File: config.mk
export PLATFORM = sky130hd
export DESIGN_NAME = parity_frame_tx
export DESIGN_NICKNAME = d
export VERILOG_FILES = /design/src/rtl/parity_frame_tx.sv
export SDC_FILE = /design/constraint.sdc
export NUM_CORES = 1
export LEC_CHECK = 0
export BUFFER_PORTS_ARGS = -buffer_cell sky130_fd_sc_hd__buf_4
export CAP_MARGIN = 20
export CORE_MARGIN = 2
export CORE_UTILIZATION = 48
export CTS_CLUSTER_SIZE = 12
export DETAILED_ROUTE_END_ITERATION = 10
export PLACE_DENSITY_LB_ADDON = 0.1
export SKIP_LAST_GASP = 1
export SYNTH_ARGS = -nofsm -noshare
export SYNTH_HDL_FRONTEND = slang
export SYNTH_SLANG_ARGS = --single-unit
File: constraint.sdc
create_clock -name clk -period 1.8 [get_ports clk]
set_input_delay 0.18 -clock clk [delete_from_list [all_inputs] [get_ports clk]]
set_output_delay 0.18 -clock clk [all_outputs]
set_load 0.005 [all_outputs]
File: src/rtl/parity_frame_tx.sv
// parity_frame_tx: serial frame transmitter.
// Frame = start(0), data LSB first, parity, stop(1); each bit CLKS_PER_BIT clocks.
module parity_frame_tx #(
  parameter int DATA_W       = 4,
  parameter int CLKS_PER_BIT = 4,
  parameter int ODD_PARITY   = 0
) (
  input  logic              clk,
  input  logic              rst_n,
  input  logic [DATA_W-1:0] in_data,
  input  logic              in_valid,
  output logic              in_ready,
  output logic              tx,
  output logic              busy,
  output logic              parity_out
);

  localparam int CW = (CLKS_PER_BIT > 1) ? $clog2(CLKS_PER_BIT) : 1;
  localparam int IW = (DATA_W > 1) ? $clog2(DATA_W) : 1;

  localparam logic [2:0] S_IDLE   = 3'd0;
  localparam logic [2:0] S_START  = 3'd1;
  localparam logic [2:0] S_DATA   = 3'd2;
  localparam logic [2:0] S_PARITY = 3'd3;
  localparam logic [2:0] S_STOP   = 3'd4;

  localparam logic [CW-1:0] CNT_LAST = CW'(CLKS_PER_BIT - 1);
  localparam logic [IW-1:0] IDX_LAST = IW'(DATA_W - 1);
  localparam logic          ODD_BIT  = (ODD_PARITY != 0);

  logic [2:0]        r_state;
  logic [CW-1:0]     r_cnt;
  logic [IW-1:0]     r_idx;
  logic [DATA_W-1:0] r_shift;
  logic              r_tx;
  logic              r_busy;
  logic              r_par;

  logic              w_accept;
  logic              w_cnt_last;
  logic              w_par;
  logic [DATA_W-1:0] w_shift_nx;

  assign in_ready   = (r_state == S_IDLE) && rst_n;
  assign w_accept   = in_valid && in_ready;
  assign w_cnt_last = (r_cnt == CNT_LAST);
  assign w_par      = (^in_data) ^ ODD_BIT;
  assign w_shift_nx = r_shift >> 1;

  assign tx         = r_tx;
  assign busy       = r_busy;
  assign parity_out = r_par;

  // Frame FSM; tx is registered as the value of the bit being entered.
  always_ff @(posedge clk) begin
    if (!rst_n) begin
      r_state <= S_IDLE;
      r_cnt   <= '0;
      r_idx   <= '0;
      r_shift <= '0;
      r_tx    <= 1'b1;
      r_busy  <= 1'b0;
      r_par   <= 1'b0;
    end else begin
      case (r_state)
        S_IDLE: begin
          if (w_accept) begin
            r_shift <= in_data;
            r_par   <= w_par;
            r_tx    <= 1'b0;
            r_busy  <= 1'b1;
            r_cnt   <= '0;
            r_idx   <= '0;
            r_state <= S_START;
          end
        end
        S_START: begin
          if (w_cnt_last) begin
            r_cnt   <= '0;
            r_tx    <= r_shift[0];
            r_state <= S_DATA;
          end else begin
            r_cnt <= r_cnt + CW'(1);
          end
        end
        S_DATA: begin
          if (w_cnt_last) begin
            r_cnt <= '0;
            if (r_idx == IDX_LAST) begin
              r_tx    <= r_par;
              r_state <= S_PARITY;
            end else begin
              r_idx   <= r_idx + IW'(1);
              r_shift <= w_shift_nx;
              r_tx    <= w_shift_nx[0];
            end
          end else begin
            r_cnt <= r_cnt + CW'(1);
          end
        end
        S_PARITY: begin
          if (w_cnt_last) begin
            r_cnt   <= '0;
            r_tx    <= 1'b1;
            r_state <= S_STOP;
          end else begin
            r_cnt <= r_cnt + CW'(1);
          end
        end
        S_STOP: begin
          if (w_cnt_last) begin
            r_cnt   <= '0;
            r_busy  <= 1'b0;
            r_state <= S_IDLE;
          end else begin
            r_cnt <= r_cnt + CW'(1);
          end
        end
        default: begin
          r_cnt   <= '0;
          r_tx    <= 1'b1;
          r_busy  <= 1'b0;
          r_state <= S_IDLE;
        end
      endcase
    end
  end

endmodule

# Yosys cells after proc, flatten, opt, wreduce, memory -nomap -nowiden
# Index checks and enable logic that the tools add are counted.
# totals
regBits	14
in_bits	7
output_inout_bits	4
# op_classes
add_sub_neg	2
n_eq_ne	13
mux	26
n_bitwise	2
reduce_logical	12
# op_table
cell	n
two-way mux 3 bit	6
case mux 3 bit (5 select lines)	1
inequality test 2 bit (second input constant)	7
two-way mux 4 bit	3
two-way mux 2 bit	4
case mux 2 bit (2 select lines)	2
case mux 4 bit (2 select lines)	1
two-way mux 1 bit	7
== test 3 x 2 -> 1 bit (second input constant)	2
AND reduction 6 bit	1
case mux 1 bit (5 select lines)	1
AND reduction 5 bit	1
adder 2 x 1 -> 2 bit (second input constant)	2
== test 2 bit (second input constant)	2
AND reduction 4 bit	1
OR reduction 4 bit	1
parity 4 bit	1
== test 3 x 1 -> 1 bit (second input constant)	1
== test 3 bit (second input constant)	1
zero test 3 bit	1
case mux 1 bit (3 select lines)	1
AND reduction 3 bit	1
OR reduction 3 bit	1
logical AND 1 bit	2
other kinds (3)	4

# Longest topological paths before layout
# depth
depth_word	5
ltp_mapped	7
ltp_nobuf	5

# Least setup slack after synthesis
# Ideal clock, no wire load.
# synth_path
kind	reg-to-reg
startpoint	register r_idx[0]
endpoint	register r_tx (netlist: tx)
setup_time_ns	0.141
t_arrival_ns	1.318
t_required_ns	1.659
slack_ns	0.341
stages_incl_launch_ff	6
synth_period_minus_slack_ns	1.459
cell_sequence	dfxtp_1 > ha_1 > mux2_2 > a211o_2 > o21ai_0 > o311ai_0
# synth_between
elab_chain_cells	4
# synth_rtl
item	line	rtl
from (decl)	33	logic [IW-1:0] r_idx;
from (signal assigned)	93	r_idx <= r_idx + IW'(1);
== test 2 bit	89	if (r_idx == IDX_LAST) begin
two-way mux 1 bit	89	
two-way mux 1 bit	87	if (w_cnt_last) begin
case mux 1 bit (5 select lines)	65	case (r_state)
to (signal assigned)	80	r_tx <= r_shift[0];
to (signal assigned)	90	r_tx <= r_par;
to (signal assigned)	95	r_tx <= w_shift_nx[0];
to (decl)	35	logic r_tx;
# No other way between the ends. The select of a mux whose other input is x is not followed.
# A chain may end at the register's enable or synchronous reset.

# Final worst setup path
# Ends and elaborated chain as after synthesis.

==> run summary <==
antenna cells: 0
Seq cells post-synth: 14
cell taking the most area after synthesis: dfxtp_1
post-synthesis cell count: 84
CTS HTree Levels: 1
DRC Markers: 0
pin count of the biggest net entering global routing: 17
Slew @ Worst Pin: 0.499 ns
CTS Sinks: 14
RSZ-0062 raised after global routing: no
Worst path top cell family by delay: compound AO/OA/AOI/OAI gates
Synth area leaders: dfxtp_1, nor3b_4, o21ai_0, mux2i_1, nand2_1
Starting Density: 51.4%
asr flop ratio synth: 0%
worst hold slack: 0.152 ns
headroom to the max-slew limit: 66.7%
Setup Skew: 0.00155 ns
PD cells: 764 nW/um2
Post-synth EDFFs: 0
clk_lat worst skew: 0.28 ns
NumNets Final: 103
vias in the first global route: 519
Total GRT Usage: 17.4%
total CTS buffers: 3
layout cells sized above 1: 22.6%
DR WL/cell: 13.6 um
ys flop type: dfxtp_1
antenna violations before repair: 0
outcome: finished, final reports clean
Tcrit/Tclk final: 87.1%
final setup TNS: 0 ns
Final min period: 1.57 ns
global-route wire length before repair: 2430 um
FF+latch area: 280 um2
CTS resizes: 0
final count of pins violating max slew: 0
die area: 1950 um2
crit-path cells: ha_1, mux2_2, a211o_2, o21ai_0, o311ai_0
sequential share of the synthesized area: 36.2%
leakage: 0.364 nW
min-delay worst type: in -> reg
HPWL after DPL: 999 um
root buffer cell: clkbuf_4
Area Growth Syn to Fin: 12.3%
fmax: 0.638 GHz
VDD IR max: 0.000417 V
Max Cap Violations: 0
Starting DRT DRC Count: 12
Crit path required time: 1.95 ns
CP Buf/Inv Count: 0
Initial DRT Pass Iterations: 4
Yosys top cell area share: 36.2%
Critical Path AT: 1.72 ns
Routed Antenna Nets: 0
setup violators final: 0
grt total ovfl: 0
crit-path max FO: 3
CTS clk-pin slew, worst paths: 0.09 ns
gpl congestion: 0.731
num ports: 11
final wirelength: 1480 um
Slowest Stage Delay on Critical Path: 0.36 ns
Core ar.: 1510 um2
Synth Cell Area: 774 um2
CTS tree: done
Synthesized Nets: 93
syn_area_per_cell: 9.22 um2
Critical-path top delay cell: dfxtp_1
CTS max path bufs: 2
critical setup path kind: reg -> reg
vias per cell: 5.76
Die Y: 44.2 um
Netlist cell types: 36
die width: 44.2 um
Hold Violations, Final: 0
multi-input logic area: 447 um2
Std-Cell Rows: 14
Buffers on Ports: 10
Critical Path Start Type: register
number of fillers in the final layout: 152
yosys warns: 0
post-CTS setup buffer count: 0
vias: 628
hold buffers post-CTS: 0
kind of end point of the critical path: register
## sequential cells by signal, summed over array words and instances (netlist names)
signal / flops
tx: 1
r_cnt: 2
r_state: 3
parity_out: 1
r_idx: 2
r_shift: 4
busy: 1
## cell usage after synthesis, types with 2 or more instances
library cell,count
nor3b_4,2
dfxtp_1,14
nand2_1,8
nand4b_1,2
o21ai_0,7
ha_1,2
nor2_1,6
xnor2_1,3
a21oi_1,4
o21a_1,2
buf_6,2
buf_2,2
mux2i_1,3
o211a_1,2
nand3b_1,4
## tightest hold or removal path, stage by stage
cell	delay [ns]
buf_4	0.09
nand3b_1	0.07
o21ai_0	0.07
## layer usage
metal	vias up	share of wire (%)	global-route usage (%)	wire (um)
li1	323	-	-	-
met1	296	54	24.6	794
met2	7	42	23.8	627
met3	2	2.6	3.67	39
met4	0	1.2	10.9	18
met5	-	0	0	0
## cell type report
class                      count  area share, %
inverter                       1          0.432
multi-input combinational     63           51.4
tap                           16           2.30
timing repair buffer          11           9.50
sequential                    14           32.2
clock buffer                   4           4.17
## kinds of logic after synthesis
group / share of synthesized area, %
flip-flops: 36.2
multiplexers: 5.33
adder cells (fa/ha/maj): 3.23
buffers and inverters: 6.14
XOR/XNOR: 4.52
AND/OR/NAND/NOR: 23.6
AO/OA/AOI/OAI: 21.0
## layout by cell type, fill, tap and decap left out, types with 2 or more instances in the layout
cell type	count
mux2i_1	3
o211a_1	2
a21oi_1	4
buf_4	11
xnor2_1	3
nor2_1	6
ha_1	2
nand4b_1	2
o21a_1	2
nand3b_1	4
nand2_1	8
nor3b_4	2
clkbuf_4	3
dfxtp_1	14
o21ai_0	7
## per-stage QoR
stage                     instance area (um2)  util (%)  cells  total power [W]  setup WS (ns)
after global placement                    833      55.3    105         0.000437          0.276
after floorplan                           774         -     84         0.000405          0.341
after global routing                      870      57.7    109         0.000690          0.109
final                                     870      57.7    109         0.000664          0.233
after detailed placement                  833      55.3    105         0.000437          0.241
after CTS                                 870      57.7    109         0.000668          0.220
## power by group
part	internal [W]	switching, W
combinational	0.0000491	0.0000401
clock	0.000123	0.000111
sequential	0.000326	0.0000149
total	0.000498	0.000166
## worst paths after layout
check | endpoint | depth (start not counted) | slack [ns] | from
worst min register to register | r_shift[3] | 2 | 0.47 | r_shift[3]
worst max register to register | tx | 5 | 0.23 | r_idx[0]
worst max-delay path | tx | 5 | 0.23 | r_idx[0]
worst min-delay path | r_shift[3] | 3 | 0.15 | in_data[3]
Note: power is estimated with default switching activity, not from simulation.
